===== src/rtl/serial_tx_arbiter.sv =====
// Round-robin arbiter sharing one word-level serial transmit lane among REQ_NUM requesters.
// Each grant goes out as a header word carrying the requester ID, then payload words, then an idle gap.
module serial_tx_arbiter #(
  parameter real         TCQ           = 0.1,
  parameter int          DATA_WIDTH    = 32,
  parameter int          REQ_NUM       = 4,
  parameter int          MAX_BURST     = 16,
  parameter int          GAP_CYCLES    = 8,
  parameter int          STALL_TIMEOUT = 64,
  parameter logic [15:0] HDR_MAGIC     = 16'hA55A
) (
  input  logic                          clk_i,
  input  logic                          rst_i,
  input  logic [REQ_NUM-1:0]            req_vld_i,
  input  logic [REQ_NUM*DATA_WIDTH-1:0] req_data_i,
  input  logic [REQ_NUM-1:0]            req_last_i,
  output logic [REQ_NUM-1:0]            req_rdy_o,
  output logic                          tx_vld_o,
  output logic [DATA_WIDTH-1:0]         tx_data_o,
  input  logic                          tx_rdy_i,
  output logic [2:0]                    grant_id_o,
  output logic                          busy_o,
  output logic                          trunc_o,
  output logic                          abort_o
);

  // state   | meaning
  // IDLE    | no grant; round-robin search from rr_ptr
  // HEADER  | presenting the header word for grant_id_o
  // PAYLOAD | granted requester passed straight through to the lane
  // GAP     | lane held idle so the far end drops word alignment
  typedef enum logic [1:0] {ST_IDLE, ST_HEADER, ST_PAYLOAD, ST_GAP} state_t;

  localparam int              WCNT_W   = $clog2(MAX_BURST + 1);
  localparam int              SCNT_W   = $clog2(STALL_TIMEOUT + 1);
  localparam logic [7:0]      GAP_LOAD = (GAP_CYCLES > 0) ? 8'(GAP_CYCLES - 1) : 8'd0;
  localparam logic [WCNT_W-1:0] WCNT_TC = WCNT_W'(MAX_BURST - 1);
  localparam logic [SCNT_W-1:0] SCNT_TC = SCNT_W'(STALL_TIMEOUT - 1);

  if (DATA_WIDTH < 32) begin : g_bad_width
    $error("DATA_WIDTH must be at least 32");
  end
  if (REQ_NUM < 2 || REQ_NUM > 8) begin : g_bad_req_num
    $error("REQ_NUM must be 2..8");
  end
  if (MAX_BURST < 1 || STALL_TIMEOUT < 1) begin : g_bad_limits
    $error("MAX_BURST and STALL_TIMEOUT must be at least 1");
  end
  if (GAP_CYCLES < 0 || GAP_CYCLES > 255) begin : g_bad_gap
    $error("GAP_CYCLES must be 0..255");
  end
  if (TCQ < 0.0) begin : g_bad_tcq
    $error("TCQ must be non-negative");
  end

  state_t                state;
  logic [2:0]            rr_ptr;
  logic [WCNT_W-1:0]     word_cnt;
  logic [SCNT_W-1:0]     stall_cnt;
  logic [7:0]            gap_cnt;
  logic                  hdr_vld;
  logic [DATA_WIDTH-1:0] hdr_data;

  // Requester inputs widened to 8 entries so a 3-bit index always fits.
  logic [7:0]            vld_ext;
  logic [7:0]            last_ext;
  logic [DATA_WIDTH-1:0] word_ext [8];

  always_comb begin
    vld_ext  = '0;
    last_ext = '0;
    vld_ext[REQ_NUM-1:0]  = req_vld_i;
    last_ext[REQ_NUM-1:0] = req_last_i;
    for (int k = 0; k < 8; k++) begin
      word_ext[k] = '0;
      if (k < REQ_NUM) word_ext[k] = req_data_i[k*DATA_WIDTH +: DATA_WIDTH];
    end
  end

  // Scan offsets from the highest down so the nearest set index above rr_ptr wins.
  logic [2:0] arb_idx;
  logic       arb_hit;
  logic [3:0] cand;

  always_comb begin
    arb_idx = '0;
    arb_hit = 1'b0;
    cand    = '0;
    for (int i = REQ_NUM - 1; i >= 0; i--) begin
      cand = {1'b0, rr_ptr} + 4'(i);
      if (cand >= 4'(REQ_NUM)) cand = cand - 4'(REQ_NUM);
      if (vld_ext[cand[2:0]]) begin
        arb_hit = 1'b1;
        arb_idx = cand[2:0];
      end
    end
  end

  logic        in_payload;
  logic        pay_xfer;
  logic [31:0] hdr_word;
  logic [7:0]  rdy_ext;

  assign in_payload = (state == ST_PAYLOAD);
  assign pay_xfer   = in_payload && vld_ext[grant_id_o] && tx_rdy_i;
  assign hdr_word   = {HDR_MAGIC, 5'b0, arb_idx, 8'h00};

  always_comb begin
    rdy_ext = '0;
    if (in_payload) rdy_ext[grant_id_o] = tx_rdy_i;
    req_rdy_o = rdy_ext[REQ_NUM-1:0];
    tx_vld_o  = in_payload ? vld_ext[grant_id_o]  : hdr_vld;
    tx_data_o = in_payload ? word_ext[grant_id_o] : hdr_data;
  end

  always_ff @(posedge clk_i) begin
    if (rst_i) begin
      state      <= ST_IDLE;
      rr_ptr     <= '0;
      word_cnt   <= '0;
      stall_cnt  <= '0;
      gap_cnt    <= '0;
      hdr_vld    <= 1'b0;
      hdr_data   <= '0;
      grant_id_o <= '0;
      busy_o     <= 1'b0;
      trunc_o    <= 1'b0;
      abort_o    <= 1'b0;
    end else begin
      trunc_o <= 1'b0;
      abort_o <= 1'b0;
      unique case (state)
        ST_IDLE: begin
          if (arb_hit) begin
            grant_id_o <= arb_idx;
            word_cnt   <= '0;
            stall_cnt  <= '0;
            hdr_vld    <= 1'b1;
            hdr_data   <= DATA_WIDTH'(hdr_word);
            busy_o     <= 1'b1;
            state      <= ST_HEADER;
          end
        end
        ST_HEADER: begin
          if (tx_rdy_i) begin
            hdr_vld  <= 1'b0;
            hdr_data <= '0;
            rr_ptr   <= (grant_id_o == 3'(REQ_NUM - 1)) ? 3'd0 : grant_id_o + 3'd1;
            state    <= ST_PAYLOAD;
          end
        end
        ST_PAYLOAD: begin
          if (pay_xfer) begin
            stall_cnt <= '0;
            word_cnt  <= word_cnt + 1'b1;
            if (last_ext[grant_id_o]) begin
              gap_cnt <= GAP_LOAD;
              state   <= ST_GAP;
            end else if (word_cnt == WCNT_TC) begin
              trunc_o <= 1'b1;
              gap_cnt <= GAP_LOAD;
              state   <= ST_GAP;
            end
          end else if (!vld_ext[grant_id_o]) begin
            if (stall_cnt == SCNT_TC) begin
              abort_o <= 1'b1;
              gap_cnt <= GAP_LOAD;
              state   <= ST_GAP;
            end else begin
              stall_cnt <= stall_cnt + 1'b1;
            end
          end else begin
            stall_cnt <= '0;
          end
        end
        ST_GAP: begin
          if (gap_cnt == 8'd0) begin
            busy_o <= 1'b0;
            state  <= ST_IDLE;
          end else begin
            gap_cnt <= gap_cnt - 8'd1;
          end
        end
      endcase
    end
  end

endmodule


===== config.mk =====
export PLATFORM = sky130hd
export DESIGN_NAME = serial_tx_arbiter
export DESIGN_NICKNAME = d
export VERILOG_FILES = /design/src/rtl/serial_tx_arbiter.sv
export SDC_FILE = /design/constraint.sdc
export NUM_CORES = 1
export LEC_CHECK = 0
export ABC_AREA = 1
export CORE_MARGIN = 2
export CORE_UTILIZATION = 36
export DETAILED_ROUTE_END_ITERATION = 6
export HOLD_SLACK_MARGIN = 0.08
export PLACE_DENSITY_LB_ADDON = 0.3
export SLEW_MARGIN = 20
export SYNTH_ARGS = -nofsm -noshare
export SYNTH_HDL_FRONTEND = slang
export SYNTH_SLANG_ARGS = --single-unit

===== constraint.sdc =====
create_clock -name clk_i -period 2.2 [get_ports clk_i]
set_clock_uncertainty 0.15 [all_clocks]
set_input_delay 0.66 -clock clk_i [delete_from_list [all_inputs] [get_ports clk_i]]
set_output_delay 0.66 -clock clk_i [all_outputs]
set_load 0.05 [all_outputs]

---- After elaboration in Yosys (flattened, before gate mapping) ----
Index checks and enable logic that the tools add are counted.
word-level totals
  flip-flop bits (word level) ............. 64
  bits of input ports ..................... 139
  output and inout port bits .............. 43
  logic and storage cells ................. 138
operators by class
  add/sub/neg operators ................... 11
  order comparisons ....................... 11
  equal/unequal tests ..................... 15
  multiplexer cells ....................... 67
  bitwise operators ....................... 4
  reductions and logical operators ........ 19
operator list
  operator               number
  $mux W32               5
  $bmux W32 S3           1
  $pmux W32 S2           1
  $mux W8                6
  $mux W7                4
  $mux W3                9
  $lt A3 B4 Y1 const B   5
  $bmux W1 S3            6
  $mux W1                17
  $mux W2                8
  $pmux W8 S2            1
  $pmux W7 S2            1
  $ge A4 B3 Y1 const B   3
  $reduce_and A3 Y1      4
  $sub A3 B3 Y3 const B  4
  $mux W5                2
  $pmux W5 S2            1
  $add A3 B2 Y4 const B  2
  $logic_not A8 Y1       1
  $ne A2 B2 Y1 const B   4
  $pmux W2 S4            1
  $reduce_bool A2 Y1     4
  $reduce_or A4 Y1       2
  $sub A8 B1 Y8 const B  1
  other kinds (28)       34

---- Depth between registers and ports, before layout ----
Gate-level depths: netlist (run 1).
  depth after elaboration ................. 11
  gate-level depth with buffers ........... 14
  gate-level depth less buffers ........... 13

---- Worst setup path after synthesis (run 1) ----
No wires, ideal clock.
  path type ............................... register to output
  from .................................... register grant_id_o[1]
  to ...................................... output port tx_vld_o
  arrival ................................. 2,353 ps
  data required time ...................... 1,390 ps
  path slack .............................. -963 ps
  cell stages (with the launch flop) ...... 7
  path buffers ............................ 0
  path through ............................ dfxtp_1 -> inv_1 -> nor2_4 -> nand3_2 -> nand2_4 -> inv_2 -> o21ai_0
between the ends
  word-level cells in the longest chain between the ends .. 3
ends and longest elaborated chain
  element                        line  RTL
  start, declared                21    output logic [2:0] grant_id_o,
  start signal, assigned         135   grant_id_o <= arb_idx;
  $bmux W1 S3                    112   tx_vld_o = in_payload ? vld_ext[grant_id_o] : hdr_vld;
  $mux W1 (not written as such)  112
  $mux W1                        112
  end, declared                  18    output logic tx_vld_o,
Every way passes these cells. The select of a mux whose other input is x is not followed.

---- Final worst setup path (run 1) ----
  from .................................... input port req_data_i[113]
  to ...................................... output port tx_data_o[17]
between the ends
  word-level cells in the longest chain between the ends .. 4
ends and longest elaborated chain
  element                                       line  RTL
  start, declared                               15    input logic [REQ_NUM*DATA_WIDTH-1:0] req_data_i,
  $bmux W32 S3                                  113   tx_data_o = in_payload ? word_ext[grant_id_o] : hdr_data;
  $mux W32 (not written as such) (2 in series)  113
  $mux W32                                      113
  end, declared                                 19    output logic [DATA_WIDTH-1:0] tx_data_o,
Every way passes these cells. The select of a mux whose other input is x is not followed.

==> results_dict.tcl, run 1 <==
set metrics [dict create \
    status "finished, violations left" \
    violations "negative setup slack" \
    drive_gt1_share_pct 27.4 \
    clkPwrFrac_pct 5.3 \
    required_ns 1.39 \
    worstSetupPathType "input port to output port" \
    instances_no_fill 913 \
    power.density_mw_per_mm2 1280 \
    swShare_pct 53.1 \
    clk_latency_ns 0.28 \
    fin_setup_tns_ns -9.45 \
    final_nets 952 \
    cts_sinks 35 \
    tightest_slew_ns 0.303 \
    cts_buffers 5 \
    start_util_pct 36.9 \
    arrival_ns 1.71 \
    slew_headroom_pct 79.7 \
    ys_types 37 \
    hold_depth 2 \
    sequentialPowerShare_pct 11.3 \
    wl_mm 14.3 \
    power.leakage_uw 0.00270 \
    grt_overflow 0 \
    timing.critical_path.buf_inv 2 \
    dr.pass1.iters 6 \
    maxCapViolCount 0 \
    rows 35 \
    place_ws_ns -0.449 \
    max_freq_mhz 396 \
    synthFlopType "dfxtp_1" \
    power.switching_uw 4470 \
    fin_ws_ns -0.325 \
    start_kind "input port" \
    viasPerCell 5.19 \
    path_clk_slew_ns 0.07 \
    holdWs_ns 0.306 \
    power_frac_comb_pct 83.4 \
    synth_edf_count 0 \
    synth-seq-cells 35 \
    p_int_uw 3940 \
    yosysWarnings 0 \
    dieArea_mm2 0.0102 \
    setup-violations-final 35 \
    grt_pass1_vias 4646 \
    max-vdd-ir-drop_mv 0.778 \
    vias 4738 \
    rsz0062_at_grt "true" \
    syn_area_per_cell_um2 5.72 \
    grt_max_degree 23 \
    clk_path_buf_depth 2 \
    diodes 0 \
    cp_slowest_cell "clkdlybuf4s50_1" \
    htree_levels 2 \
    max_stage_delay_ns 0.45 \
    drc 0 \
    root_buffer "clkbuf_8" \
    path_max_fanout 1 \
    yosysSeqAreaShare_pct 20.8 \
    dp.cells 900 \
    hold_viol 0 \
    coreArea_mm2 0.00915 \
    areaGrowthSynthToFinish_pct 94.7 \
    synth_area_mm2 0.00338 \
    cp_top_family "buffers and inverters" \
    routabilityCongestion 0.968 \
    async_flop_share_pct 0 \
    chipWidth_um 101 \
    fin_crit_sh_pct 115 \
    cp_cell_sequence "clkdlybuf4s50_1 -> o21ai_1 -> o211ai_1 -> nand2_1 -> nand2_4 -> buf_8" \
    ff2ff_path_depth 13 \
    io_pins 182 \
    hold_path_class "flip-flop to flip-flop" \
    cp-end-kind "output port" \
    die_y_um 101 \
    netlist_instances 590 \
    tritoncts "done" \
    syn_nets 741 \
    antenna_found_initial 0 \
    wire_per_inst_um 15.7 \
    period_needed_ns 2.52 \
    final_max_slew_viol_count 0 \
    hpwl_mm 11.4 \
    grt_pass1_wl_mm 22.8 \
    path_depth 6 \
    io_buffers 181 \
    final_core_util_pct 71.8 \
    detailedRoute.firstIterationViolations 188 \
    ant_nets 0 \
    track_usage_pct 27.9 \
]
## power by group through the flow
stage | Clock (uW) | Sequential, uW | Combinational, uW
finish | 450 | 949 | 7020
global route | 490 | 964 | 7520
CTS | 462 | 944 | 6960
detailed placement | 0 | 947 | 6510
global placement | 0 | 933 | 6390
floorplan | 0 | 1020 | 4110
## layout make-up
cell class,count,area [um^2]
fill,737,2580
clock inverter,2,11.3
timing repair buffer,231,2580
inverter,62,300
clock buffer,6,72.6
sequential,35,717
multi-input combinational,466,2750
tap,111,139
## routing by layer
metal,up-vias,GRT usage (%),wire (um)
met3,40,6.24,999
met4,0,10.2,501
met2,174,50.5,7140
met5,-,0,0
li1,2318,-,-
met1,2206,32.0,5670
## cells in the mapped netlist, types with 2 or more instances
cell / instances / area share [%]
o21ai_1: 3 / 0.44
buf_2: 11 / 1.6
nor2_2: 2 / 0.37
inv_2: 4 / 0.44
nand4_1: 4 / 0.74
dfxtp_1: 35 / 21
xnor2_1: 2 / 0.52
ha_1: 12 / 4.4
nand3_1: 17 / 2.5
nor3_1: 12 / 1.8
nand2_4: 4 / 1.3
xor2_1: 4 / 1.0
a41oi_1: 3 / 0.78
clkbuf_1: 12 / 1.3
inv_4: 3 / 0.56
nand2_1: 190 / 21
inv_1: 54 / 6.0
nor3b_1: 2 / 0.44
nand3_2: 7 / 2.1
o21ai_0: 44 / 6.5
nor4_1: 2 / 0.37
buf_1: 2 / 0.22
nor2_4: 2 / 0.67
nand2_2: 4 / 0.74
o211ai_1: 23 / 5.1
a31oi_1: 8 / 1.5
buf_6: 2 / 0.67
a21oi_1: 26 / 3.9
nor2_1: 87 / 9.7
a21oi_2: 2 / 0.52
## what timing repair did
| action | in CTS | in global routing |
|---|---|---|
| pin swaps | 66 | 20 |
| cloned | 1 | 0 |
| setup endpoints to repair | 57 | 63 |
| setup buffers | 6 | 0 |
| hold buffers | 0 | 0 |
| resized for setup | 103 | 20 |
## through the flow
stage	total power (uW)	instance area, um^2
after detailed placement	7460	6320
after global placement	7330	6320
after floorplan	5130	3870
after CTS	8360	6550
after global routing	8970	6570
final	8420	6570
## sequential cells by signal, indices dropped and copies added (netlist names)
| name | count |
|---|---|
| hdr_data | 4 |
| grant_id_o | 3 |
| rr_ptr | 3 |
| gap_cnt | 8 |
| abort_o | 1 |
| trunc_o | 1 |
| state | 2 |
| stall_cnt | 7 |
| busy_o | 1 |
| word_cnt | 5 |
## kinds of logic after synthesis
logic type / Yosys count / share of synthesized area, %
simple gates: 336 / 42.8
compound gates: 112 / 19.4
buf+inv: 89 / 11.0
flops: 35 / 20.8
fa+ha+maj: 12 / 4.45
xor+xnor: 6 / 1.56
## worst register-to-register path, cell delays in order, from the launching register on
cell and delay, ns:
dfxtp_4 0.41, buf_4 0.31, nand2_1 0.12, nand3_2 0.10, nand2_4 0.06, buf_4 0.17
nand2_4 0.08, clkinv_1 0.08, nand2_2 0.10, nand2_4 0.07, nor2_8 0.16, inv_4 0.08
nand2_1 0.06, a21oi_1 0.05
## cell usage in the layout (no fill, tap or decap), types with 3 or more instances in the layout
cell,count
a31oi_4,7
dlygate4sd2_1,38
nand2_2,27
clkdlybuf4s50_1,97
a41oi_4,3
buf_8,9
inv_1,34
nand2_4,13
buf_4,43
clkbuf_8,5
nor3_1,8
nor3_4,4
dfxtp_2,4
o211ai_1,23
xor2_1,4
nor2_2,3
nor2_4,5
inv_2,7
clkinvlp_4,14
o21ai_1,25
inv_4,7
dfxtp_1,28
nand2_1,156
o21ai_0,14
nor2_1,83
nand3_2,6
ha_1,11
dfxtp_4,3
buf_6,4
nand3_1,17
a21oi_1,26
nand4_1,4
buf_12,36
o21ai_2,8
## worst paths after layout
path	slack [ns]	start	endpoint
worst max-delay path	-0.32	req_data_i[113]	tx_data_o[17]
worst min-delay path	0.31	busy_o	busy_o
worst max register to register	0.09	grant_id_o[0]	gap_cnt[7]
worst min register to register	0.31	busy_o	busy_o
(Power assumes the default switching activity.)
==> run 2: changes to the inputs <==
Settings changed: ABC_AREA 1 to unset.
==> results_dict.tcl, run 2 <==
set metrics [dict create \
    status "finished, violations left" \
    violations "negative setup slack" \
    io_buffers 181 \
    synth-seq-cells 35 \
    layout_commonest_cell "dlygate4sd2_1" \
    grt_pass1_vias 4464 \
    vias 4553 \
    wire_per_inst_um 23.4 \
    grt_overflow 0 \
    regMostFlops "gap_cnt" \
    clkPwrFrac_pct 8.3 \
    routabilityCongestion 0.962 \
    start_util_pct 36.6 \
    max-vdd-ir-drop_mv 0.857 \
    required_ns 1.39 \
    netlist_top_cells_area "dfxtp_1 21%, mux4_2 17%, nor2b_1 6.2%" \
    n_fill_cell 543 \
    fin_ws_ns -0.487 \
    p_int_uw 4280 \
    reg.largest.list "gap_cnt (8), stall_cnt (7), word_cnt (5)" \
    final_nets 804 \
    clk_path_buf_depth 2 \
    chipWidth_um 100 \
    tightest_slew_ns 0.601 \
    rsz0062_at_grt "true" \
    synth_area_mm2 0.00335 \
    synthFlopType "dfxtp_1" \
    cp_top_family "buffers and inverters" \
    die_y_um 100 \
    cp_cell_sequence "buf_6 -> buf_6 -> nor2_4 -> buf_12 -> a22oi_2 -> o21ai_1 -> nor2b_4 -> buf_12" \
    htree_levels 2 \
    max_stage_delay_ns 0.41 \
    setup-violations-final 61 \
    power.leakage_uw 0.00311 \
    hold_path_class "flip-flop to flip-flop" \
    yosysSeqAreaShare_pct 20.9 \
    netlist_instances 377 \
    coreArea_mm2 0.00915 \
    synth_top_area_cell "dfxtp_1" \
    largest_reg_flops 8 \
    synth_top_area_share_pct 20.9 \
    power.switching_uw 3450 \
    start_kind "flip-flop" \
    cts_sinks 35 \
    hpwl_mm 12.0 \
    worstSetupPathType "flip-flop to output port" \
    wl_mm 18.0 \
    swShare_pct 44.6 \
    total_power_uw 7730 \
    synth_edf_count 0 \
    syn_nets 528 \
    synth_most_common_cell "dfxtp_1" \
    dr.pass1.iters 5 \
    io_pins 182 \
    yosysWarnings 0 \
    grt_pass1_wl_mm 23.5 \
    period_needed_ns 2.69 \
    async_flop_share_pct 0 \
    cp-end-kind "output port" \
    maxCapViolCount 0 \
    slew_headroom_pct 59.7 \
    rows 35 \
    areaGrowthSynthToFinish_pct 123 \
    clk_latency_ns 0.30 \
    grt_max_degree 15 \
    path_clk_slew_ns 0.08 \
    syn_area_per_cell_um2 8.89 \
    yosys-top-cells-count "35 x dfxtp_1, 34 x a21oi_1, 33 x nor2b_1" \
    final_cell_mix "119 x dlygate4sd2_1, 74 x buf_4, 51 x buf_12" \
    viasPerCell 5.92 \
    fin_crit_sh_pct 122 \
    final_max_slew_viol_count 0 \
    track_usage_pct 30.2 \
    drive_gt1_share_pct 51.1 \
    max_freq_mhz 372 \
    power.density_mw_per_mm2 1040 \
    path_max_fanout 7 \
    detailedRoute.firstIterationViolations 366 \
    sequentialPowerShare_pct 11.6 \
    root_buffer "clkbuf_8" \
    dieArea_mm2 0.0101 \
    hold_viol 0 \
    fin_setup_tns_ns -16.56 \
    timing.critical_path.buf_inv 4 \
    arrival_ns 1.88 \
    holdWs_ns 0.347 \
    cts_buffers 5 \
    tritoncts "done" \
    drc 0 \
    cp_slowest_cell "dfxtp_4" \
    ant_nets 0 \
    power_frac_comb_pct 80.1 \
    ys_types 63 \
    antenna_found_initial 4 \
]
==> run 2: changes by cell type in the layout (fill, tap and decap cells not counted), moves of 29 or more <==
cell	before	now
buf_4	43	74
clkdlybuf4s50_1	97	14
nand2_1	156	16
nor2b_4	0	29
dlygate4sd2_1	38	119
nor2_1	83	20
==> run 2: cell families after synthesis <==
logic type                 after synthesis  share of synthesized area [%]
and+or+nand+nor                        133                           21.4
AOI/OAI and AO/OA                      107                           22.2
muxes                                   46                           24.0
buffers and inverters                   44                           6.98
DFF                                     35                           20.9
adders and majority gates               12                           4.48
==> run 2: final cells by class <==
type                       instances  area [um^2]  area share (%)
multi-input combinational        298         3240            43.5
timing repair buffer             292         3130            42.0
sequential                        35          718            9.62
tap                              111          139            1.86
inverter                          21         98.8            1.32
clock buffer                       6         82.6            1.11
clock inverter                     2         38.8           0.520
antenna                            4         10.0           0.134
==> run 2: power groups by stage <==
| stage | clock network, uW | registers [uW] | logic [uW] |
|---|---|---|---|
| final | 641 | 895 | 6200 |
| after global routing | 666 | 903 | 6410 |
| after CTS | 626 | 874 | 5540 |
| after detailed placement | 0 | 891 | 5140 |
| after global placement | 0 | 887 | 5060 |
| after floorplan | 0 | 908 | 3020 |
==> run 2: routing by layer <==
metal	global-route usage [%]	vias to the layer above	routed length, um
met3	6.31	68	1380
met1	32.7	2224	6110
li1	-	1973	-
met4	8.54	0	761
met2	58.7	288	9700
met5	0	-	0
==> run 2: metrics by stage <==
stage                     setup WS (ns)  instances  area (um^2)  utilization [%]
after detailed placement         -0.785        721         6620             72.3
after global placement           -0.723        721         6620             72.3
final                            -0.487        769         7460             81.6
after global routing             -0.512        769         7460             81.6
after CTS                        -0.388        746         7030             76.8
after floorplan                  -0.202        377         3880                -
==> run 2: repair_timing <==
| item | CTS | global route |
|---|---|---|
| pin swaps | 46 | 47 |
| gates resized for setup | 220 | 71 |
| hold buffers | 0 | 0 |
| endpoints found under the setup margin | 68 | 66 |
| setup buffers | 17 | 21 |
==> run 2: worst paths after layout <==
path / from / slack (ns) / to / depth (start not counted)
min reg2reg: stall_cnt[6] / 0.35 / stall_cnt[6] / 1
max reg2reg: grant_id_o[0] / -0.35 / gap_cnt[2] / 10
min: stall_cnt[6] / 0.35 / stall_cnt[6] / 1
max: grant_id_o[0] / -0.49 / tx_data_o[26] / 8
==> run 3: changes to the inputs <==
Settings changed: ABC_CLOCK_PERIOD_IN_PS set to 2270, CORE_MARGIN 2 to 1.5.
Clock period 2.2 ns to 2.27 ns, I/O delays scaled along.
==> results_dict.tcl, run 3 (same netlist as run 2, synthesis figures left out) <==
set metrics [dict create \
    track_usage_pct 31.0 \
    detailedRoute.firstIterationViolations 232 \
    io_pins 182 \
    max-vdd-ir-drop_mv 0.767 \
    diodes 0 \
    required_ns 1.44 \
    fin_crit_sh_pct 115 \
    power.leakage_uw 0.00294 \
    cp-end-kind "output port" \
    period_needed_ns 2.61 \
    root_buffer "clkbuf_8" \
    fin_ws_ns -0.336 \
    start_kind "flip-flop" \
    largest_reg_flops 8 \
    rows 35 \
    die_y_um 99.5 \
    viasPerCell 5.98 \
    dieArea_mm2 0.00990 \
    r2r-start "grant_id_o[0]" \
    r2r-end "gap_cnt[2]" \
    areaGrowthSynthToFinish_pct 112 \
    ant_nets 0 \
    hpwl_mm 11.7 \
    routabilityCongestion 0.916 \
    place_ws_ns -0.779 \
    cts_hold_buf 0 \
    r2r_slack_ns -0.17 \
    hold_viol 0 \
    tritoncts "done" \
    regMostFlops "gap_cnt" \
    grt_max_degree 19 \
    start_util_pct 36.6 \
    worstHoldEndpoint "stall_cnt[6]" \
    ff2ff_path_depth 9 \
    slew_headroom_pct 54.6 \
    tightest_slew_ns 0.676 \
    arrival_ns 1.77 \
    worstSetupPathType "flip-flop to output port" \
    clk_path_buf_depth 2 \
    grt_overflow 0 \
    grt_pass1_wl_mm 23.7 \
    hold_path.startpoint "stall_cnt[6]" \
    grt_pass1_vias 4368 \
    final_max_slew_viol_count 0 \
    coreArea_mm2 0.00915 \
    final_core_util_pct 77.8 \
    fin_setup_tns_ns -11.18 \
    cts_sinks 35 \
    rsz0062_at_grt "true" \
    drc 0 \
    htree_levels 2 \
    path_clk_slew_ns 0.07 \
    power.density_mw_per_mm2 1010 \
    layout_commonest_cell "dlygate4sd2_1" \
    path_max_fanout 7 \
    status "finished, violations left" \
    wire_per_inst_um 23.0 \
    drive_gt1_share_pct 48.3 \
    hold_path_class "flip-flop to flip-flop" \
    chipWidth_um 99.5 \
    hold_depth 1 \
    vias 4414 \
    cts_buffers 5 \
    reg.largest.list "gap_cnt (8), stall_cnt (7), word_cnt (5)" \
    maxCapViolCount 0 \
    final_nets 777 \
    final_cell_mix "106 x dlygate4sd2_1, 60 x buf_4, 47 x buf_12" \
    setup-violations-final 48 \
    clk_latency_ns 0.31 \
    io_buffers 181 \
    max_freq_mhz 384 \
    violations "negative setup slack" \
    antenna_found_initial 0 \
    dr.pass1.iters 5 \
    wl_mm 17.0 \
]
==> run 3: power breakdown <==
group          internal (uW)  switching [uW]
registers                722             114
clock network            395             248
logic                   2880            2860
total                   4000            3220
==> run 3: metal layers <==
layer / wire length [um] / vias to the layer above / part of all wire, % / GRT usage, %
li1: - / 1916 / - / -
met1: 6220 / 2201 / 37 / 34.2
met2: 8980 / 239 / 53 / 59.7
met3: 1060 / 58 / 6.2 / 5.27
met4: 734 / 0 / 4.3 / 10.1
met5: 0 / - / 0 / 0
==> run 3: per-stage QoR <==
step	cells	total power [uW]	area (um^2)	hold WS (ns)
6_report	738	7220	7120	0.326
5_1_grt	738	7460	7120	0.338
2_1_floorplan	377	3760	3830	0.290
3_5_place_dp	701	5630	6390	0.303
4_1_cts	729	6740	6850	0.313
3_3_place_gp	701	5550	6390	0.294
==> run 3: critical path, stage by stage, from the launching register on <==
cell and delay [ns]:
dfxtp_4 0.38, buf_6 0.12, buf_6 0.11, buf_4 0.12, buf_8 0.13, a22oi_2 0.09, o21ai_2 0.15, nor2b_4 0.22
buf_12 0.15
==> run 3: timing repair <==
action                                  in CTS  in global routing
gates cloned                                 1                  0
pin swaps                                   46                 32
endpoints found under the setup margin      67                 66
hold endpoints to repair                     0                  0
resized for setup                          237                 52
buffers inserted                            19                 10
==> run 3: worst max path at each step <==
stage | startpoint | to | slack (ns) | cells after the start
final | grant_id_o[0] | tx_data_o[29] | -0.34 | 8
after global routing | grant_id_o[0] | tx_data_o[29] | -0.38 | 8
after CTS | grant_id_o[0] | tx_data_o[10] | -0.31 | 6
after detailed placement | req_vld_i[1] | stall_cnt[1] | -0.78 | 7
after global placement | req_vld_i[1] | tx_vld_o | -0.68 | 6
after floorplan | req_vld_i[0] | tx_vld_o | -0.17 | 5
==> run 3: layout make-up <==
class	count	area, um^2
multi-input cells	298	3190
inverters	21	86.3
well taps	111	139
clock buffers	7	97.6
repair buffers	265	2860
clock inverters	1	30.0
flip-flops and latches	35	719
fillers	594	2030
